### src/rtl/dz_pkg.sv
// Shared types for the count-game display sequencer.
//   state_t : controller state
//   digit_t : 3-bit digit select, same encoding as the display driver's num
package dz_pkg;

    typedef enum logic [1:0] {
        IDLE  = 2'd0,
        RUN   = 2'd1,
        PAUSE = 2'd2,
        BLINK = 2'd3
    } state_t;

    typedef logic [2:0] digit_t;

    // Counter width for a modulo-n counter, never less than one bit.
    function automatic int clog2_min1(input int n);
        return (n <= 2) ? 1 : $clog2(n);
    endfunction

endpackage

### src/rtl/dz_game_ctrl_if.sv
// Button/display bundle between the sequencer and its neighbours.
//   start, pause : debounced button levels (into the controller)
//   num, st      : digit select and display enable (to the dot-matrix driver)
//   busy, done   : status (RUN/PAUSE/BLINK indicator, end-of-game pulse)
interface dz_game_ctrl_if;
    import dz_pkg::*;

    logic   start;
    logic   pause;
    digit_t num;
    logic   st;
    logic   busy;
    logic   done;

    modport master (output start, pause, input num, st, busy, done);
    modport slave  (input start, pause, output num, st, busy, done);
endinterface

### src/rtl/dz_edge_rise.sv
// Registered rising-edge detector.
//   i_clk  : clock
//   i_rst  : synchronous reset, active low
//   i_in   : level input
//   o_rise : high for the cycle where i_in is 1 and its previous sample was 0
module dz_edge_rise (
    input  logic i_clk,
    input  logic i_rst,
    input  logic i_in,
    output logic o_rise
);
    logic r_q;

    always_ff @(posedge i_clk) begin
        if (!i_rst) r_q <= 1'b0;
        else        r_q <= i_in;
    end

    assign o_rise = i_in & ~r_q;
endmodule

### src/rtl/dz_game_ctrl.sv
// Countdown sequencer for the count-game display: counts START_NUM down to 0,
// one digit per STEP_CYCLES, blinks the 0 BLINK_COUNT times, then idles.
//   i_clk : clock shared with the display driver
//   i_rst : synchronous reset, active low
//   bus   : start/pause buttons in; num/st/busy/done out (all registered)
//
// state | meaning
// IDLE  | blank display, num parked at START_NUM, waiting for start
// RUN   | digit shown, step counter advancing
// PAUSE | digit shown, step counter and digit frozen
// BLINK | digit 0 blinking, off half first then on half
module dz_game_ctrl
    import dz_pkg::*;
#(
    parameter int STEP_CYCLES  = 1000,
    parameter int BLINK_CYCLES = 250,
    parameter int BLINK_COUNT  = 3,
    parameter int START_NUM    = 7
) (
    input  logic            i_clk,
    input  logic            i_rst,
    dz_game_ctrl_if.slave   bus
);
    localparam int SW = clog2_min1(STEP_CYCLES);
    localparam int BW = clog2_min1(BLINK_CYCLES);
    localparam int HW = clog2_min1(2 * BLINK_COUNT + 1);

    localparam logic [SW-1:0] STEP_LAST  = SW'(STEP_CYCLES - 1);
    localparam logic [BW-1:0] BLINK_LAST = BW'(BLINK_CYCLES - 1);
    localparam logic [HW-1:0] HALF_LAST  = HW'(2 * BLINK_COUNT - 1);
    localparam digit_t        START_D    = digit_t'(START_NUM);

    logic w_start_rise, w_pause_rise;

    dz_edge_rise u_start_edge (.i_clk(i_clk), .i_rst(i_rst), .i_in(bus.start), .o_rise(w_start_rise));
    dz_edge_rise u_pause_edge (.i_clk(i_clk), .i_rst(i_rst), .i_in(bus.pause), .o_rise(w_pause_rise));

    state_t        r_state, w_state_nxt;
    digit_t        r_num,   w_num_nxt;
    logic          r_st,    w_st_nxt;
    logic          r_busy,  w_busy_nxt;
    logic          r_done,  w_done_nxt;
    logic [SW-1:0] r_step_cnt,  w_step_nxt;
    logic [BW-1:0] r_blink_cnt, w_blink_nxt;
    logic [HW-1:0] r_half_cnt,  w_half_nxt;
    logic          w_adv;

    always_comb begin
        w_state_nxt = r_state;
        w_num_nxt   = r_num;
        w_st_nxt    = r_st;
        w_done_nxt  = 1'b0;
        w_step_nxt  = r_step_cnt;
        w_blink_nxt = r_blink_cnt;
        w_half_nxt  = r_half_cnt;
        w_adv       = 1'b0;

        if (w_start_rise) begin
            // Restart from any state; a simultaneous pause rise is dropped.
            w_state_nxt = RUN;
            w_num_nxt   = START_D;
            w_st_nxt    = 1'b1;
            w_step_nxt  = '0;
            w_blink_nxt = '0;
            w_half_nxt  = '0;
        end else begin
            case (r_state)
                IDLE: begin
                end
                RUN: begin
                    if (w_pause_rise) w_state_nxt = PAUSE;
                    else              w_adv       = 1'b1;
                end
                PAUSE: begin
                    // The pause edge itself did not count, so the resume edge
                    // does; otherwise each pause/resume would add one cycle.
                    if (w_pause_rise) begin
                        w_state_nxt = RUN;
                        w_adv       = 1'b1;
                    end
                end
                BLINK: begin
                    if (r_blink_cnt == BLINK_LAST) begin
                        w_blink_nxt = '0;
                        if (r_half_cnt == HALF_LAST) begin
                            w_state_nxt = IDLE;
                            w_done_nxt  = 1'b1;
                            w_st_nxt    = 1'b0;
                            w_num_nxt   = START_D;
                            w_half_nxt  = '0;
                        end else begin
                            w_st_nxt   = ~r_st;
                            w_half_nxt = r_half_cnt + HW'(1);
                        end
                    end else begin
                        w_blink_nxt = r_blink_cnt + BW'(1);
                    end
                end
                default: w_state_nxt = IDLE;
            endcase

            if (w_adv) begin
                if (r_step_cnt == STEP_LAST) begin
                    w_step_nxt = '0;
                    if (r_num != '0) begin
                        w_num_nxt = r_num - digit_t'(1);
                    end else begin
                        w_state_nxt = BLINK;
                        w_st_nxt    = 1'b0;
                        w_blink_nxt = '0;
                        w_half_nxt  = '0;
                    end
                end else begin
                    w_step_nxt = r_step_cnt + SW'(1);
                end
            end
        end

        w_busy_nxt = (w_state_nxt != IDLE);
    end

    always_ff @(posedge i_clk) begin
        if (!i_rst) begin
            r_state     <= IDLE;
            r_num       <= START_D;
            r_st        <= 1'b0;
            r_busy      <= 1'b0;
            r_done      <= 1'b0;
            r_step_cnt  <= '0;
            r_blink_cnt <= '0;
            r_half_cnt  <= '0;
        end else begin
            r_state     <= w_state_nxt;
            r_num       <= w_num_nxt;
            r_st        <= w_st_nxt;
            r_busy      <= w_busy_nxt;
            r_done      <= w_done_nxt;
            r_step_cnt  <= w_step_nxt;
            r_blink_cnt <= w_blink_nxt;
            r_half_cnt  <= w_half_nxt;
        end
    end

    assign bus.num  = r_num;
    assign bus.st   = r_st;
    assign bus.busy = r_busy;
    assign bus.done = r_done;
endmodule

### src/flat_wrapper.sv
// flat-port wrapper written by rule: the top's interface ports become plain ports
module dz_game_ctrl_flat import dz_pkg::*;
#(
    parameter int STEP_CYCLES  = 1000,
    parameter int BLINK_CYCLES = 250,
    parameter int BLINK_COUNT  = 3,
    parameter int START_NUM    = 7
)
  (i_clk, i_rst, bus_start, bus_pause, bus_num, bus_st, bus_busy, bus_done);
  dz_game_ctrl_if bus_i ();
  input  logic i_clk;
  input  logic i_rst;
  input wire logic [$bits(bus_i.start)-1:0] bus_start;
  input wire logic [$bits(bus_i.pause)-1:0] bus_pause;
  output wire logic [$bits(bus_i.num)-1:0] bus_num;
  output wire logic [$bits(bus_i.st)-1:0] bus_st;
  output wire logic [$bits(bus_i.busy)-1:0] bus_busy;
  output wire logic [$bits(bus_i.done)-1:0] bus_done;
  assign bus_i.start = bus_start;
  assign bus_i.pause = bus_pause;
  assign bus_num = bus_i.num;
  assign bus_st = bus_i.st;
  assign bus_busy = bus_i.busy;
  assign bus_done = bus_i.done;
  dz_game_ctrl #(.STEP_CYCLES(STEP_CYCLES), .BLINK_CYCLES(BLINK_CYCLES), .BLINK_COUNT(BLINK_COUNT), .START_NUM(START_NUM)) u_core (.i_clk(i_clk), .i_rst(i_rst), .bus(bus_i));
endmodule
### config.mk
export PLATFORM = sky130hd
export DESIGN_NAME = dz_game_ctrl_flat
export DESIGN_NICKNAME = d
export VERILOG_FILES = /design/src/rtl/dz_pkg.sv /design/src/rtl/dz_game_ctrl_if.sv /design/src/rtl/dz_edge_rise.sv /design/src/rtl/dz_game_ctrl.sv /design/src/flat_wrapper.sv
export SDC_FILE = /design/constraint.sdc
export NUM_CORES = 1
export LEC_CHECK = 0
export CAP_MARGIN = 20
export CELL_PAD_IN_SITES_DETAIL_PLACEMENT = 1
export CELL_PAD_IN_SITES_GLOBAL_PLACEMENT = 1
export CORE_UTILIZATION = 48
export DETAILED_ROUTE_END_ITERATION = 8
export HOLD_SLACK_MARGIN = 0.03
export PLACE_DENSITY = 0.89
export SYNTH_ARGS = -nofsm -noshare
export SYNTH_HDL_FRONTEND = slang
export SYNTH_SLANG_ARGS = --single-unit
### constraint.sdc
create_clock -name i_clk -period 3.65 [get_ports i_clk]
set_clock_uncertainty 0.2 [all_clocks]
set_input_delay 0.9125 -clock i_clk [delete_from_list [all_inputs] [get_ports i_clk]]
set_output_delay 0.9125 -clock i_clk [all_outputs]
set_load 0.02 [all_outputs]
# ---- Word level (Yosys, flattened, before mapping)
# Cells that the tools add are included.
dict set report word_totals {
  ff_bits 31
  output_inout_bits 6
  word_cells 71
}
dict set report classes {
  n_addsub 4
  n_eq_ne 6
  bitwise_logic 8
  reduce_logical 4
  n_mux 39
}
# operator count
set ops {}
lappend ops {{two-way mux 8 bit} 5}
lappend ops {{two-way mux 3 bit} 12}
lappend ops {{two-way mux 2 bit} 8}
lappend ops {{two-way mux 1 bit} 11}
lappend ops {{adder 10 x 1 -> 10 bit, second input constant} 1}
lappend ops {{== test 10 bit, second input constant} 1}
lappend ops {{two-way mux 10 bit} 1}
lappend ops {{adder 8 x 1 -> 8 bit, second input constant} 1}
lappend ops {{== test 8 bit, second input constant} 1}
lappend ops {{inverter 1 bit} 6}
lappend ops {{case mux 2 bit (3 select lines)} 1}
lappend ops {{== test 2 bit, second input constant} 2}
lappend ops {{OR reduction 4 bit} 1}
lappend ops {{adder 3 x 1 -> 3 bit, second input constant} 1}
lappend ops {{== test 3 bit, second input constant} 1}
lappend ops {{nonzero test 3 bit} 1}
lappend ops {{subtractor 3 x 1 -> 3 bit, second input constant} 1}
lappend ops {{AND 1 bit} 2}
lappend ops {{== test 2 x 1 -> 1 bit, second input constant} 1}
lappend ops {{case mux 1 bit (2 select lines)} 1}
lappend ops {{nonzero test 2 bit} 1}
lappend ops {{OR reduction 2 bit} 1}

# ---- Longest topological paths before layout
# Gate-level depths: netlist (run 1).
dict set report logic_depth {
  depth_word 9
  depth_mapped 7
  depth_no_buf 6
}

# ---- By module
# A second synthesis (run 1) with hierarchy kept.
dict set report hier_totals {
  hier_cells 166
  hier_area_um2 1477.7
}
# module cells_each instances seq_area_each_um2 area_each_um2
set by_module_without_submodules {}
lappend by_module_without_submodules {dz_game_ctrl 160 1 580.6 1397.6}
lappend by_module_without_submodules {dz_edge_rise 3 2 20.0 40.0}

# ---- Worst setup path after synthesis (run 1)
# Ideal clock, no wire load.
dict set report synth_path {
  path_type {input -> register}
  from {input port bus_pause}
  to {register u_core.r_num[1], in the netlist u_core.bus.num[1]}
  arrival_time_ns 1.819
  setup_ns 0.121
  slack_ns 1.510
  n_path_buf 0
  cell_stages 4
  required_ns 3.329
  path_cell_list {nor2b_4 mux2i_4 nor3b_1 mux2_2}
}
dict set report synth_between {
  elab_chain_len 5
}
# element line_no
set synth_lines {}
lappend synth_lines {{start: declaration} flat_wrapper.sv:14} ;# input wire logic [$bits(bus_i.pause)-1:0] bus_pause;
lappend synth_lines {{AND 1 bit *} dz_edge_rise.sv:19} ;# assign o_rise = i_in & ~r_q;
lappend synth_lines {{two-way mux 1 bit, on equally long branches} {dz_game_ctrl.sv:77, dz_game_ctrl.sv:71}}
lappend synth_lines {{case mux 1 bit (2 select lines) *} dz_game_ctrl.sv:67} ;# case (r_state)
lappend synth_lines {{two-way mux 1 bit *} dz_game_ctrl.sv:58} ;# if (w_start_rise) begin
lappend synth_lines {{two-way mux 3 bit *} dz_game_ctrl.sv:102} ;# if (w_adv) begin
lappend synth_lines {{end signal: assignment} dz_game_ctrl.sv:134} ;# r_num <= w_num_nxt;
lappend synth_lines {{end: declaration} dz_game_ctrl.sv:39} ;# digit_t r_num, w_num_nxt;
# Every way passes the cells marked *; elsewhere a longest branch is shown, timed or not. The select of a mux whose other input is x is not followed.
# A chain may end at the register's enable or synchronous reset.

# ---- Final worst setup path (run 1)
dict set report layout_path {
  from {input port bus_pause}
  to {register u_core.r_step_cnt[8]}
}
dict set report layout_between {
  elab_chain_len 4
}
# element line_no
set layout_lines {}
lappend layout_lines {{AND 1 bit *} dz_edge_rise.sv:19}
lappend layout_lines {{two-way mux 1 bit, on equally long branches} {dz_game_ctrl.sv:77, dz_game_ctrl.sv:71}}
lappend layout_lines {{case mux 1 bit (2 select lines) *} dz_game_ctrl.sv:67}
lappend layout_lines {{two-way mux 1 bit *} dz_game_ctrl.sv:58}
lappend layout_lines {{end signal: assignment} dz_game_ctrl.sv:138} ;# r_step_cnt <= w_step_nxt;
lappend layout_lines {{end: declaration} dz_game_ctrl.sv:43} ;# logic [SW-1:0] r_step_cnt, w_step_nxt;
# Marks and branches as above.

==> metrics.yaml, run 1 <==
synth:
  synth_flop_cell: "dfxtp_1"
  synth_seq_cells: 31
  yosys_warnings: 0
  synthArstFlopShare_pct: 0
  synthCells: 171
  yosysTopAreaCell: "dfxtp_1"
  synth_area_mm2: 0.001583
  synthTopCellsByCount: "dfxtp_1, nand2_1, a21oi_1, o21ai_0, or3_1"
  synth_nets: 180
  ys_types: 46
  synth_area_leaders: "dfxtp_1, ha_1, nand2_1, xnor2_1, a21oi_1"
  synth_top_area_share_pct: 39.21
  syn_area_per_cell_um2: 9.256
  seq_area_frac_synth_pct: 39.21
  synth-edff-count: 0
  post-synth-top-count-cell: "dfxtp_1"
job:
  drv_cap: 0
clocking:
  ctsHoldBuffers: 0
  clock-root-buffer: "clkbuf_4"
  clock_path_buffers: 2
  clock-sinks: 31
  clk_pin_slew_ps: 90
  cts_tree: "built"
  cts_resized: 0
  numCtsBuffers: 5
  post-cts-setup-buffers: 0
  insertion_delay_ps: 340
  h-tree-depth: 2
floorplanning:
  std_cell_rows: 20
  start_util_pct: 51.01
  die-width_um: 59.43
  dieArea_mm2: 0.003531
  floorplan.die.height_um: 59.43
  ios: 10
  coreArea_mm2: 0.003103
route:
  drtIter0Drc: 35
  drcViolationCount: 0
  num_vias: 1351
  drtPass1Iterations: 4
  wl_mm: 3.749
  ant_nets: 0
  wl_per_cell_um: 16.44
  via_per_inst: 5.925
global_route:
  busiest_layer: "met2"
  grt_pass1_vias: 1364
  grt_pass1_wl_mm: 6.216
  gr-total-overflow: 0
  track_usage_pct: 24.03
  antenna_found_initial: 0
  grt.met2_usage_pct: 43.82
  grt_use_met3_pct: 5.895
  grt_max_degree: 21
  met1_usage_pct: 26.92
final_layout:
  utilization_pct: 57.02
  n_antenna_cell: 0
  nets: 192
  syn_to_final_growth_pct: 11.78
  final_layout_size_suffix_gt1_share_pct: 12.50
  fin_area_mm2: 0.001769
pwr:
  powerDensity_mw_per_mm2: 352.9
  p_leak_uw: 0.0005990
  ir_worst_vdd_mv: 0.2346
timing:
  fmax_ghz: 0.3884
  finalSetupTns_ps: 0
  setup_viol: 0
  hold_viol: 0
  post-route-min-period_ps: 2575
  max-slew-margin-rel_pct: 59.02
  drv_slew: 0
  rsz0062_at_grt: "no"
  worst_pin_slew_ps: 613.3
  fin_crit_sh_pct: 70.54
status:
  status: "complete, no violations"
setup_path:
  worstSetupPathType: "primary input to flip-flop"
  end_kind: "flip-flop"
  crit_path_start_kind: "primary input"
  arrival_ps: 2640
  crit_required_ps: 3710
  crit_path_max_fanout: 20
hold_path:
  hold_path.class: "flip-flop to flip-flop"
placed_design:
  numPortBuffers: 9
  dp_hpwl_mm: 2.622
  place_area_mm2: 0.001700
  gp_congestion: 0.7551
==> routing by layer <==
metal	wire (um)	up-vias
li1	-	657
met1	1593	668
met2	1993	20
met3	110	6
met4	51	0
met5	0	-
==> critical path: stages <==
cell,delay (ps)
clkdlybuf4s50_1,480
nor2b_4,190
mux2i_4,130
buf_4,220
or4_1,520
a21oi_1,170
==> area by class of cell <==
class / count / area (um2)
multi-input cells: 127 / 893.4
inverters: 7 / 26.28
fillers: 372 / 1334
clock buffers: 8 / 68.82
well taps: 44 / 55.05
flip-flops and latches: 31 / 620.6
repair buffers: 11 / 105.1
==> power by group <==
group          total [uW]  switching [uW]  internal [uW]
sequential            348            4.61            343
combinational        44.7            25.8           18.9
clock                 232             118            113
==> placed cells by master, fill, tap and decap left out, types with 3 or more instances in the layout <==
cell type,n
nand4_1,4
inv_1,7
or4_1,3
ha_1,5
clkdlybuf4s50_1,9
nand3_1,6
nor4_2,3
or3_1,8
o21ai_0,8
nor2_1,5
nor3_1,5
dfxtp_1,31
nand2_1,15
a21oi_1,10
xnor2_1,6
and2_1,5
clkbuf_4,5
o31ai_1,5
nor4_1,5
==> final timing paths <==
path / from / endpoint / slack (ps) / cells after the start
max: bus_pause / u_core.r_step_cnt[8]$_SDFFE_PP0P_ / 1080 / 6
max reg2reg: u_core.r_blink_cnt[0]$_SDFF_PP0_ / u_core.bus.st$_SDFF_PN0_ / 1620 / 5
min: u_core.r_step_cnt[1]$_SDFFE_PP0P_ / u_core.r_step_cnt[1]$_SDFFE_PP0P_ / 310 / 2
min reg2reg: u_core.r_step_cnt[1]$_SDFFE_PP0P_ / u_core.r_step_cnt[1]$_SDFFE_PP0P_ / 310 / 2
==> metrics by stage <==
stage	setup slack, ps	power, uW	hold WS (ps)	cells
final	1075	624.4	306.2	228
after global routing	1037	652.0	343.4	228
after CTS	1087	631.4	308.8	228
after detailed placement	750.2	400.1	291.7	220
after global placement	850.1	398.0	270.4	220
after floorplan	1510	386.1	260.5	171
==> state kept, by name (all words and copies together) (netlist names) <==
register and count:
u_core.r_step_cnt 10, u_core.bus.busy 1, u_core.r_state 2, u_core.bus.num 3
u_core.bus.done 1, u_core.u_start_edge.r_q 1, u_core.u_pause_edge.r_q 1, u_core.bus.st 1
u_core.r_blink_cnt 8, u_core.r_half_cnt 3
==> cells by family (layout without fill, tap and decap cells) <==
family | Yosys count | count (layout) | share of synthesized area (%)
DFF | 31 | 31 | 39.21
AOI/OAI and AO/OA | 32 | 32 | 13.28
buffers and inverters | 13 | 26 | 4.347
adders and majority gates | 5 | 5 | 3.953
and+or+nand+nor | 77 | 77 | 30.67
muxes | 5 | 5 | 4.111
xor gates and xnor gates | 8 | 8 | 4.427
(Power assumes the default switching activity.)
==> run 2, diff against run 1 <==
--- a/config.mk
+++ b/config.mk
@@ -8,10 +8,10 @@
 export CAP_MARGIN = 20
 export CELL_PAD_IN_SITES_DETAIL_PLACEMENT = 1
 export CELL_PAD_IN_SITES_GLOBAL_PLACEMENT = 1
-export CORE_UTILIZATION = 48
+export CORE_UTILIZATION = 40
 export DETAILED_ROUTE_END_ITERATION = 8
 export HOLD_SLACK_MARGIN = 0.03
-export PLACE_DENSITY = 0.89
+export PLACE_DENSITY = 0.79
 export SYNTH_ARGS = -nofsm -noshare
 export SYNTH_HDL_FRONTEND = slang
 export SYNTH_SLANG_ARGS = --single-unit
==> constraint.sdc (replaced) <==
create_clock -name i_clk -period 2.35 [get_ports i_clk]
set_clock_uncertainty 0.2 [all_clocks]
set_input_delay 0.5875 -clock i_clk [delete_from_list [all_inputs] [get_ports i_clk]]
set_output_delay 0.5875 -clock i_clk [all_outputs]
set_load 0.02 [all_outputs]
==> run 2 against run 1 <==
Non-clock buffer count is 8 higher. Largest power group unchanged. Global-route usage is 3.0 points lower. Total power increased by 68%. Register-to-register slack got worse by 1400 ps. Highest routed layer unchanged. Die area rose by 19%.
==> metrics.yaml, run 2 (synthesis results as in run 1) <==
status:
  status: "complete, no violations"  # unchanged
global_route:
  antenna_found_initial: 0  # unchanged
  track_usage_pct: 21.03  # was 24.03%
  grt_max_degree: 12  # was 21
  grt_pass1_vias: 1465  # was 1364
  gr-total-overflow: 0  # unchanged
  grt_pass1_wl_mm: 6.658  # was 6.216 mm
route:
  ant_nets: 0  # unchanged
  drtIter0Drc: 50  # was 35
  drcViolationCount: 0  # unchanged
  wl_mm: 3.873  # was 3.749 mm
  via_per_inst: 5.753  # was 5.925
  num_vias: 1375  # was 1351
  wl_per_cell_um: 16.21  # was 16.44 um
  drtPass1Iterations: 4  # unchanged
placed_design:
  numPortBuffers: 9  # unchanged
  place_area_mm2: 0.001778  # was 0.001700 mm2
  dp_hpwl_mm: 2.874  # was 2.622 mm
  gp_congestion: 0.8071  # was 0.7551
clocking:
  clock-sinks: 31  # unchanged
  cts_resized: 0  # unchanged
  ctsHoldBuffers: 0  # unchanged
  clock-root-buffer: "clkbuf_8"  # was clkbuf_4
  clk_pin_slew_ps: 70  # was 90 ps
  cts_tree: "built"  # unchanged
  insertion_delay_ps: 290  # was 340 ps
  h-tree-depth: 2  # unchanged
  numCtsBuffers: 5  # unchanged
  post-cts-setup-buffers: 0  # unchanged
  clock_path_buffers: 2  # unchanged
setup_path:
  crit_required_ps: 2300  # was 3710 ps
  crit_path_start_kind: "primary input"  # unchanged
  end_kind: "flip-flop"  # unchanged
  worstSetupPathType: "primary input to flip-flop"  # unchanged
  arrival_ps: 2160  # was 2640 ps
  crit_path_max_fanout: 4  # was 20
pwr:
  p_leak_uw: 0.0006521  # was 0.0005990 uW
  powerDensity_mw_per_mm2: 561.7  # was 352.9 mW/mm2
  ir_worst_vdd_mv: 0.2337  # was 0.2346 mV
floorplanning:
  std_cell_rows: 22  # was 20
  die-width_um: 64.91  # was 59.43 um
  start_util_pct: 42.59  # was 51.01%
  ios: 10  # unchanged
  dieArea_mm2: 0.004213  # was 0.003531 mm2
  floorplan.die.height_um: 64.91  # was 59.43 um
  coreArea_mm2: 0.003716  # was 0.003103 mm2
timing:
  setup_viol: 0  # unchanged
  rsz0062_at_grt: "no"  # unchanged
  fin_crit_sh_pct: 93.85
  worst_pin_slew_ps: 585.2  # was 613.3 ps
  post-route-min-period_ps: 2205
  fmax_ghz: 0.4534
  hold_viol: 0  # unchanged
  max-slew-margin-rel_pct: 60.69  # was 59.02%
  drv_slew: 0  # unchanged
  whs_ps: 299.1  # was 306.2 ps
final_layout:
  multiInputGateArea_um2: 893.4  # unchanged
  reg_top3: "u_core.r_step_cnt: 10 flops, u_core.r_blink_cnt: 8 flops"  # unchanged
  nets: 200  # was 192
  layout_commonest_cell: "dfxtp_1"  # unchanged
  seqCellArea_um2: 620.6  # unchanged
  regMostFlops: "u_core.r_step_cnt"  # unchanged
  fin_area_mm2: 0.001866  # was 0.001769 mm2
  final_layout_size_suffix_gt1_share_pct: 16.23  # was 12.50%
  final_cell_mix: "dfxtp_1, nand2_1, a21oi_1"  # unchanged
  nFillCells: 438  # was 372
  n_antenna_cell: 0  # unchanged
  largest_reg_flops: 10  # unchanged
  syn_to_final_growth_pct: 17.87  # was 11.78%
hold_path:
  hold_path.class: "flip-flop to flip-flop"  # unchanged
job:
  drv_cap: 0  # unchanged
[run 2: layer usage]
layer | routed length, um | part of all wire, % | GRT usage (%) | vias up
met5 | 0 | 0 | 0 | -
met4 | 67 | 1.7 | 9.722 | 0
met3 | 114 | 2.9 | 5.986 | 7
met2 | 1956 | 51 | 35.68 | 16
met1 | 1735 | 45 | 24.14 | 686
li1 | - | - | - | 666
[run 2: worst paths after layout]
check / startpoint / to / slack [ps] / cells past startpoint
hold reg to reg: u_core.r_step_cnt[9]$_SDFFE_PP0P_ / u_core.r_step_cnt[9]$_SDFFE_PP0P_ / 300 / 2
setup / recovery: bus_pause / u_core.r_blink_cnt[7]$_SDFF_PP0_ / 140 / 6
setup reg to reg: u_core.r_step_cnt[0]$_SDFFE_PP0P_ / u_core.r_blink_cnt[7]$_SDFF_PP0_ / 270 / 6
hold / removal: u_core.r_step_cnt[9]$_SDFFE_PP0P_ / u_core.r_step_cnt[9]$_SDFFE_PP0P_ / 300 / 2
[run 2: final cells by class]
class | count | area share [%]
Multi-Input combinational cell | 127 | 47.89
Sequential cell | 31 | 33.27
Timing Repair Buffer | 19 | 9.524
Clock buffer | 6 | 4.427
Tap cell | 48 | 3.219
Inverter | 7 | 1.408
Clock inverter | 1 | 0.2683
[run 2: worst max-delay path: stages]
cell and delay [ps]:
clkdlybuf4s50_1 480, nor2b_4 200, mux2i_4 90, nor3_1 500, buf_4 240, nor4_1 50
[run 2: stage by stage]
| stage | TNS, ps | worst slack (ps) | power [uW] | instances | util (%) |
|---|---|---|---|---|---|
| finish | 0 | 144.6 | 1048 | 239 | 50.20 |
| global route | 0 | 81.11 | 1096 | 239 | 50.20 |
| CTS | 0 | 151.2 | 1067 | 239 | 50.20 |
| detailed placement | -2251 | -145.0 | 635.4 | 232 | 47.85 |
| global placement | -296.5 | -51.48 | 631.2 | 232 | 47.85 |
| floorplan | 0 | 534.8 | 599.7 | 171 | - |
[run 2: where the power goes]
group	total, uW	internal (uW)	switching (uW)
clock	423	229	194
sequential	541	534	7.23
combinational	83.3	39.9	43.4
total	1050	803	245
==> run 3, diff against run 2 <==
--- a/config.mk
+++ b/config.mk
@@ -8,10 +8,10 @@
 export CAP_MARGIN = 20
 export CELL_PAD_IN_SITES_DETAIL_PLACEMENT = 1
 export CELL_PAD_IN_SITES_GLOBAL_PLACEMENT = 1
-export CORE_UTILIZATION = 40
+export CORE_UTILIZATION = 48
 export DETAILED_ROUTE_END_ITERATION = 8
 export HOLD_SLACK_MARGIN = 0.03
-export PLACE_DENSITY = 0.79
+export PLACE_DENSITY = 0.89
 export SYNTH_ARGS = -nofsm -noshare
 export SYNTH_HDL_FRONTEND = slang
 export SYNTH_SLANG_ARGS = --single-unit
==> constraint.sdc (replaced) <==
create_clock -name i_clk -period 2.8 [get_ports i_clk]
set_clock_uncertainty 0.2 [all_clocks]
set_input_delay 0.84 -clock i_clk [delete_from_list [all_inputs] [get_ports i_clk]]
set_output_delay 0.84 -clock i_clk [all_outputs]
set_load 0.02 [all_outputs]
==> run 3 against run 2 <==
Die area shrank 16%. Flip-flop and latch count is the same. Worst setup slack gained 160 ps. Non-clock buffer count shrank 6. Critical path depth is the same. First-iteration DRC count shrank 36%. Total power shrank 27%. Final cell count shrank 3.8%. Count of clock-buffer cells in the layout shrank 1. Global-route usage grew 2.3 points. Wire length shrank 2.9%. Register-to-register slack gained 300 ps.
==> metrics.yaml, run 3 (synthesis results as in run 1) <==
status:
  status: "complete, no violations"  # unchanged
pwr:
  p_seq_share_pct: 59.3  # was 51.6%
  p_int_uw: 566.8  # was 803.1 uW
  swShare_pct: 25.98  # was 23.36%
  ir_worst_vdd_mv: 0.2240  # was 0.2337 mV
  powerDensity_mw_per_mm2: 431.9  # was 561.7 mW/mm2
  p_sw_uw: 198.9  # was 244.7 uW
  p_leak_uw: 0.0006052  # was 0.0006521 uW
  clockPowerShare_pct: 32.9  # was 40.4%
  combPwrFrac_pct: 7.8  # was 7.9%
route:
  drtPass1Iterations: 4  # unchanged
  ant_nets: 0  # unchanged
  via_per_inst: 5.813  # was 5.753
  wl_per_cell_um: 16.35  # was 16.21 um
  drcViolationCount: 0  # unchanged
  num_vias: 1337  # was 1375
  drtIter0Drc: 32  # was 50
  wl_mm: 3.761  # was 3.873 mm
timing:
  fin_crit_sh_pct: 89.10
  max-slew-margin-rel_pct: 50.54  # was 60.69%
  setup_viol: 0  # unchanged
  fmax_ghz: 0.4008
  drv_slew: 0  # unchanged
  whs_ps: 305.7  # was 299.1 ps
  rsz0062_at_grt: "no"  # unchanged
  post-route-min-period_ps: 2495
  finalSetupTns_ps: 0  # unchanged
  worst_pin_slew_ps: 737.9  # was 585.2 ps
  hold_viol: 0  # unchanged
clocking:
  h-tree-depth: 2  # unchanged
  cts_tree: "built"  # unchanged
  clock-sinks: 31  # unchanged
  post-cts-setup-buffers: 0  # unchanged
  ctsHoldBuffers: 0  # unchanged
  clk_pin_slew_ps: 100  # was 70 ps
  insertion_delay_ps: 330  # was 290 ps
  clock-root-buffer: "clkbuf_4"  # was clkbuf_8
  clock_path_buffers: 2  # unchanged
  numCtsBuffers: 5  # unchanged
  cts_resized: 1  # was 0
floorplanning:
  start_util_pct: 51.01  # was 42.59%
  dieArea_mm2: 0.003531  # was 0.004213 mm2
  ios: 10  # unchanged
  std_cell_rows: 20  # was 22
  floorplan.die.height_um: 59.43  # was 64.91 um
  coreArea_mm2: 0.003103  # was 0.003716 mm2
  die-width_um: 59.43  # was 64.91 um
placed_design:
  numPortBuffers: 9  # unchanged
  dp_hpwl_mm: 2.746  # was 2.874 mm
  gp_congestion: 0.7443  # was 0.8071
  place_area_mm2: 0.001715  # was 0.001778 mm2
setup_path:
  crit_required_ps: 2820  # was 2300 ps
  end_kind: "flip-flop"  # unchanged
  crit_path_start_kind: "primary input"  # unchanged
  reg2regPathDepth: 6  # unchanged
  reg2reg_from: "u_core.r_step_cnt[0]$_SDFFE_PP0P_"  # unchanged
  cpMaxStageDelayCell: "nor3_2"  # was nor3_1
  critPathBufInv: 2  # unchanged
  crit_chain: "clkdlybuf4s50_1 > nor2b_4 > mux2i_4 > nor3_2 > buf_4 > nor3_1"  # was clkdlybuf4s50_1 > nor2b_4 > mux2i_4 > nor3_1 > buf_4 > nor4_1
  critical-path-top-delay-family: "simple AND/OR/NAND/NOR gates"  # unchanged
  worstSetupPathType: "primary input to flip-flop"  # unchanged
  crit_cells: 6  # unchanged
  cpPeakStageDelay_ps: 610  # was 500 ps
  crit_path_end: "u_core.r_half_cnt[1]$_SDFF_PP0_"  # was u_core.r_blink_cnt[7]$_SDFF_PP0_
  arrival_ps: 2510  # was 2160 ps
  rrSetupSlack_ps: 570  # was 270 ps
  r2r_end: "u_core.r_half_cnt[1]$_SDFF_PP0_"  # was u_core.r_blink_cnt[7]$_SDFF_PP0_
  crit_path_max_fanout: 9  # was 4
  startpoint: "bus_pause"  # unchanged
global_route:
  gr-total-overflow: 0  # unchanged
  grt_pass1_wl_mm: 6.044  # was 6.658 mm
  track_usage_pct: 23.34  # was 21.03%
  grt_pass1_vias: 1412  # was 1465
  antenna_found_initial: 0  # unchanged
  grt_max_degree: 28  # was 12
final_layout:
  largest_reg_flops: 10  # unchanged
  final_layout_size_suffix_gt1_share_pct: 14.52  # was 16.23%
  reg_top3: "u_core.r_step_cnt: 10 flops, u_core.r_blink_cnt: 8 flops"  # unchanged
  n_antenna_cell: 0  # unchanged
  regMostFlops: "u_core.r_step_cnt"  # unchanged
  fin_area_mm2: 0.001773  # was 0.001866 mm2
  nets: 194  # was 200
  layout_commonest_cell: "dfxtp_1"  # unchanged
  final_cell_mix: "dfxtp_1, nand2_1, a21oi_1"  # unchanged
  utilization_pct: 57.14  # was 50.20%
  syn_to_final_growth_pct: 12.02  # was 17.87%
hold_path:
  hold_path.class: "flip-flop to flip-flop"  # unchanged
  hp-start: "u_core.r_step_cnt[1]$_SDFFE_PP0P_"  # was u_core.r_step_cnt[9]$_SDFFE_PP0P_
job:
  drv_cap: 0  # unchanged
## run 3: area by class of cell
class | instances | area [um2]
Tap cell | 44 | 55.05
Sequential cell | 31 | 620.6
Inverter | 7 | 26.28
Clock inverter | 3 | 15.01
Timing Repair Buffer | 13 | 120.1
Fill cell | 381 | 1330
Multi-Input combinational cell | 127 | 898.4
Clock buffer | 5 | 37.54
## run 3: how the worst min path moves through the flow
stage,endpoint,cells past startpoint
floorplan,u_core.r_step_cnt[8]$_SDFFE_PP0P_,2
global placement,u_core.bus.num[2]$_SDFF_PP1_,2
detailed placement,u_core.bus.num[2]$_SDFF_PP1_,2
CTS,u_core.r_step_cnt[9]$_SDFFE_PP0P_,2
global route,u_core.r_step_cnt[9]$_SDFFE_PP0P_,2
finish,u_core.r_step_cnt[1]$_SDFFE_PP0P_,2
## run 3: power by group through the flow
stage	logic, uW	clock network, uW	registers (uW)
global placement	56.7	0	464
global route	64.7	277	455
finish	59.9	252	454
CTS	60.3	258	454
detailed placement	59.2	0	464
floorplan	37.4	0	466
## run 3: routing by layer
| metal | track usage, % | part of all wire [%] | vias up |
|---|---|---|---|
| li1 | - | - | 663 |
| met1 | 23.42 | 41 | 652 |
| met2 | 45.43 | 55 | 15 |
| met3 | 4.148 | 1.9 | 7 |
| met4 | 11.22 | 1.5 | 0 |
| met5 | 0 | 0 | - |
## run 3: through the flow
step           cells  worst slack, ps  power (uW)
2_1_floorplan    171            732.3       503.3
3_3_place_gp     222           -274.7       520.4
3_5_place_dp     222           -438.6       523.3
4_1_cts          230            308.2       772.3
5_1_grt          230            238.6       797.2
6_report         230            305.1       765.7
## run 3: worst reg2reg max path, stage by stage (launching register included)
cell      delay, ps
dfxtp_1         400
ha_1            180
nor4bb_1        300
nand3_1         160
nor3_2          580
buf_4           250
nor3_1           50
==> edit 1: new RTL, settings of run 2 <==
Re-encode `state_t` (4 states) as one-hot, 4 bits wide.
--- a/src/rtl/dz_pkg.sv
+++ b/src/rtl/dz_pkg.sv
@@ -3,11 +3,11 @@
 //   digit_t : 3-bit digit select, same encoding as the display driver's num
 package dz_pkg;
 
-    typedef enum logic [1:0] {
-        IDLE  = 2'd0,
-        RUN   = 2'd1,
-        PAUSE = 2'd2,
-        BLINK = 2'd3
+    typedef enum logic [3:0] {
+        IDLE  = 4'b0001,
+        RUN   = 4'b0010,
+        PAUSE = 4'b0100,
+        BLINK = 4'b1000
     } state_t;
 
     typedef logic [2:0] digit_t;
Behaviour: no difference found for any inputs over 10 cycles, from zero or initial values and one cycle with i_rst low; not proved beyond that.
==> edit 1 against run 2 <==
  * Worst setup slack got worse by 73 ps
  * Final area rose by 5.2%
  * Sequential cell count rose by 2
  * Die area rose by 0.23%
  * Sequential share of layout area rose by 0.41 points
  * Synthesized area rose by 0.24%
  * Power rose by 5.9%
  * Wire length rose by 1.6%
  * Largest cell class unchanged
==> edit 1: results (changes against run 2) <==
final_layout:
  reg.largest.list: "u_core.r_step_cnt x10, u_core.r_blink_cnt x8, u_core.r_state x4"  # was u_core.r_step_cnt x10, u_core.r_blink_cnt x8
  nFillCells: 461  # was 438
  fin_util_pct: 52.41  # was 50.20%
  nets: 216  # was 200
critical_path:
  worstPathMaxFanout: 5  # was 4
  slowest_delay_ps: 460  # was 500 ps
  endpoint: "u_core.bus.st"  # was u_core.r_blink_cnt[7]
  startpoint: "u_core.r_step_cnt[1]"  # was bus_pause
  ff2ff_path_depth: 7  # was 6
placement:
  globalplace.congestion: 0.7896  # was 0.8071
  placed_area_sq_um: 1847  # was 1778 sq um
power:
  p_leak_nw: 0.7039  # was 0.6521 nW
  ir_drop_uv: 345.9  # was 233.7 uV
  p_sw_share_pct: 22.13  # was 23.36%
yosys:
  synth_common_cells: "dfxtp_1 (33), nor2_1 (20), nand2_1 (16)"  # was dfxtp_1 (31), nand2_1 (15), a21oi_1 (10)
  synth.distinct_cells: 39  # was 46
  synth_fp_nets: 189  # was 180
  yosysSeqAreaShare_pct: 41.64  # was 39.21%
global_route:
  grt_pass1_vias: 1468  # was 1465
  grtUsageMet3_pct: 3.345  # was 5.986%
  grt_usage_pct: 20.94  # was 21.03%
  grt_use_met1_pct: 25.27  # was 24.14%
  use_met2_pct: 36.20  # was 35.68%
  grt_pass1_wl_um: 6679  # was 6658 um
sta:
  worstMarginPinSlew_ps: 529.8  # was 585.2 ps
drt:
  drtIter0Drc: 42  # was 50
  drt_wl_total_um: 3934  # was 3873 um
  vias_per_cell: 5.359  # was 5.753
status:
  status: "completed"  # unchanged
[edit 1: changes by cell type in the layout (fill, tap and decap cells not counted), moves of 5 or more]
cell     change
buf_4        +8
nor2_1      +15
nor3_1       +8
o21ai_0      -5
or3_1        -5
xnor2_1      +5
[edit 1: final cells by class]
type                            count  area share (%)
Multi-Input combinational cell    137           45.47
Sequential cell                    33           33.67
Timing Repair Buffer               27           12.05
Clock buffer                        7           4.911
Tap cell                           48           3.061
Inverter                            3          0.5740
Clock inverter                      1          0.2551
[edit 1: per-stage QoR]
step / hold WS (ps) / setup TNS [ps] / total power, mW
after floorplan: 245.8 / 0 / 0.6157
after global placement: 254.8 / -10220 / 0.6476
after detailed placement: 283.6 / -11560 / 0.6508
after CTS: 297.9 / 0 / 1.114
after global routing: 318.5 / 0 / 1.144
final: 294.3 / 0 / 1.109
[edit 1: worst min-delay path by stage]
stage	startpoint	to	slack [ps]
5_1_grt	u_core.r_half_cnt[1]	u_core.r_half_cnt[1]	320
4_1_cts	u_core.r_half_cnt[1]	u_core.r_half_cnt[1]	300
3_3_place_gp	u_core.r_half_cnt[2]	u_core.r_half_cnt[2]	250
6_report	u_core.r_half_cnt[2]	u_core.r_half_cnt[2]	290
2_1_floorplan	u_core.r_half_cnt[2]	u_core.r_half_cnt[2]	250
3_5_place_dp	u_core.r_half_cnt[1]	u_core.r_half_cnt[1]	280
[edit 1: layer usage]
layer	wire, um	up-vias
met2	1927	20
met3	121	9
li1	-	683
met5	0	-
met4	59	0
met1	1827	660
[edit 1: cells by family (layout without fill, tap and decap cells)]
kind of cell	Yosys count	in the layout	share of synthesized area, %
flip-flops	33	33	41.64
buffers and inverters	10	38	3.075
AND/OR/NAND/NOR	95	95	33.36
adder cells (fa/ha/maj)	5	5	3.943
multiplexers	3	3	1.972
AO/OA/AOI/OAI	18	18	7.177
XOR/XNOR	16	16	8.833
[edit 1: timing repair]
action                                 4_1_cts  5_1_grt
setup endpoints to repair                   25        0
endpoints found under the hold margin        0        0
resized for setup                            5        0
setup buffers                                0        0
[edit 1: power by group through the flow]
stage | sequential [mW] | combinational, mW | clock [mW]
finish | 0.571 | 0.0697 | 0.468
global route | 0.572 | 0.0746 | 0.497
detailed placement | 0.583 | 0.0674 | 0
floorplan | 0.585 | 0.0308 | 0
global placement | 0.583 | 0.0649 | 0
CTS | 0.571 | 0.0697 | 0.473
[edit 1: worst reg2reg max path: cells and delay by family, from the launching register on]
family,cells,cell delay (ps)
AOI/OAI and AO/OA,2,230
adders and majority gates,1,220
buffers and inverters,1,180
DFF,1,380
and+or+nand+nor,3,950
==> edit 2: new RTL, flow settings as in run 2 <==
Made on the original files. `STEP_CYCLES` is set to 1000 in 2 places; all go to 500.
--- a/src/rtl/dz_game_ctrl.sv
+++ b/src/rtl/dz_game_ctrl.sv
@@ -12,7 +12,7 @@
 module dz_game_ctrl
     import dz_pkg::*;
 #(
-    parameter int STEP_CYCLES  = 1000,
+    parameter int STEP_CYCLES  = 500,
     parameter int BLINK_CYCLES = 250,
     parameter int BLINK_COUNT  = 3,
     parameter int START_NUM    = 7
--- a/src/flat_wrapper.sv
+++ b/src/flat_wrapper.sv
@@ -1,7 +1,7 @@
 // flat-port wrapper written by rule: the top's interface ports become plain ports
 module dz_game_ctrl_flat import dz_pkg::*;
 #(
-    parameter int STEP_CYCLES  = 1000,
+    parameter int STEP_CYCLES  = 500,
     parameter int BLINK_CYCLES = 250,
     parameter int BLINK_COUNT  = 3,
     parameter int START_NUM    = 7
Check against the original RTL: no difference found for any inputs over 10 cycles, from zero or initial values and one cycle with i_rst low; that may be too few to reach the edited logic, so the function may still have changed.
==> edit 2 against run 2 <==
  * Sequential share of layout area grew 0.51 points
  * Worst setup slack lost 8.1 ps
  * Non-clock buffer count shrank 2
  * Synthesized area shrank 6.1%
  * Power grew 3.9%
  * Critical endpoint is now u_core.r_step_cnt[5]
  * Critical path type unchanged
  * Final area shrank 4.7%
  * Sequential cell count shrank 1
  * Wire length shrank 22%
==> edit 2: results (changes against run 2) <==
status:
  status: "completed"  # unchanged
yosys:
  synthXorXnorAreaFrac_pct: 9.428  # was 4.427%
  synth_area_leaders: "dfxtp_1 (40%), xnor2_1 (6.5%), nor2_1 (5.6%)"  # was dfxtp_1 (39%), ha_1 (4.0%), nand2_1 (3.6%)
  synth-compound-area-share_pct: 7.660  # was 13.28%
  synthCells: 160  # was 171
  synth.distinct_cells: 42  # was 46
  synthMuxAreaShare_pct: 1.347  # was 4.111%
  synth_fp_nets: 169  # was 180
  synth_common_cells: "dfxtp_1 (30), nor2_1 (22), nand2_1 (11), xnor2_1 (11), nor2_2 (8)"  # was dfxtp_1 (31), nand2_1 (15), a21oi_1 (10)
  synth_ff_type: "dfxtp_1"  # unchanged
  async_flop_share_pct: 0  # unchanged
  yosysSeqAreaShare_pct: 40.40  # was 39.21%
  yosys.area_share.adder_pct: 4.209  # was 3.953%
placement:
  dp_hpwl_um: 2298  # was 2874 um
  placedCellCount: 219  # was 232
  globalplace.congestion: 0.7399  # was 0.8071
  io_buffers: 9  # unchanged
final_layout:
  reg.largest.list: "u_core.r_step_cnt x9, u_core.r_blink_cnt x8"  # was u_core.r_step_cnt x10, u_core.r_blink_cnt x8
  drive_gt1_share_pct: 19.89  # was 16.23%
  nets: 189  # was 200
worst_hold_path:
  whs_endpoint: "u_core.r_half_cnt[2]"  # was u_core.r_step_cnt[9]
  hold_start: "u_core.r_half_cnt[2]"  # was u_core.r_step_cnt[9]
global_route:
  grt_usage_pct: 17.08  # was 21.03%
  grt_pass1_wl_um: 5271  # was 6658 um
  grtUsageMet3_pct: 5.657  # was 5.986%
  grt_pass1_vias: 1233  # was 1465
  grt_use_met1_pct: 18.29  # was 24.14%
  use_met2_pct: 31.32  # was 35.68%
  grt_max_degree: 11  # was 12
drt:
  drtIter0Drc: 15  # was 50
  vias_per_cell: 5.145  # was 5.753
  wl_per_cell_um: 13.27  # was 16.21 um
  drt_wl_total_um: 3013  # was 3873 um
critical_path:
  endpoint: "u_core.r_step_cnt[5]"  # was u_core.r_blink_cnt[7]
  cp_top_family: "buffers and inverters"  # was simple AND/OR/NAND/NOR gates
  ff2ff_path_depth: 7  # was 6
  regToRegSetupSlack_ps: 330  # was 270 ps
  worstPathMaxFanout: 10  # was 4
  slowest_stage: "clkdlybuf4s50_1"  # was nor3_1
  startpoint: "bus_pause"  # unchanged
  timing.rr.end: "u_core.bus.num[2]"  # was u_core.r_blink_cnt[7]
  slowest_delay_ps: 530  # was 500 ps
clocking:
  insertion_delay_ps: 270  # was 290 ps
  root_buffer: "clkbuf_8"  # unchanged
  h-tree-depth: 2  # unchanged
power:
  ir_drop_uv: 363.0  # was 233.7 uV
  p_leak_nw: 0.6576  # was 0.6521 nW
sta:
  slew_headroom_pct: 66.80  # was 60.69%
==> edit 2: cell count changes after synthesis, moves of 6 or more <==
cell,before,now
o21ai_0,8,0
nor2_1,5,22
nor2_2,0,8
or3_1,8,2
==> edit 2: logic make-up (layout without fill, tap and decap cells) <==
kind of cell,count (synthesis),after routing
AO/OA/AOI/OAI,15,15
flip-flops,30,30
buffers and inverters,8,29
adder cells (fa/ha/maj),5,5
multiplexers,2,2
XOR/XNOR,16,16
AND/OR/NAND/NOR,84,84
==> edit 2: per-layer routing <==
| layer | share of wire, % | vias to the layer above |
|---|---|---|
| li1 | - | 581 |
| met1 | 45 | 569 |
| met2 | 51 | 16 |
| met3 | 3.4 | 2 |
| met4 | 0.46 | 0 |
| met5 | 0 | - |
==> edit 2: per-stage QoR <==
step	TNS, ps	power [mW]	instance area [sq um]	hold WS (ps)	worst slack [ps]
final	0	1.089	1778	310.3	136.5
after global routing	0	1.138	1778	325.1	22.94
after CTS	0	1.111	1778	314.4	149.5
after detailed placement	-1211	0.5995	1669	298.1	-137.4
after global placement	-187.6	0.5964	1669	258.2	-30.45
after floorplan	0	0.5735	1486	248.2	508.0
==> edit 2: tightest hold or removal path, stage by stage (launching register included) <==
cell and delay [ps]:
dfxtp_1 340, nand2_1 80, a21oi_1 50
==> edit 2: layout make-up <==
type | instances | area, sq um
Clock inverter | 3 | 40.04
Inverter | 4 | 15.01
Sequential cell | 30 | 600.6
Multi-Input combinational cell | 122 | 845.8
Fill cell | 408 | 1664
Timing Repair Buffer | 17 | 150.1
Tap cell | 46 | 57.56
Clock buffer | 5 | 68.82
==> edit 2: report_power, final <==
part           switching [mW]  internal [mW]
logic                  0.0340         0.0319
registers             0.00694          0.516
clock network           0.189          0.312
total                   0.230          0.859
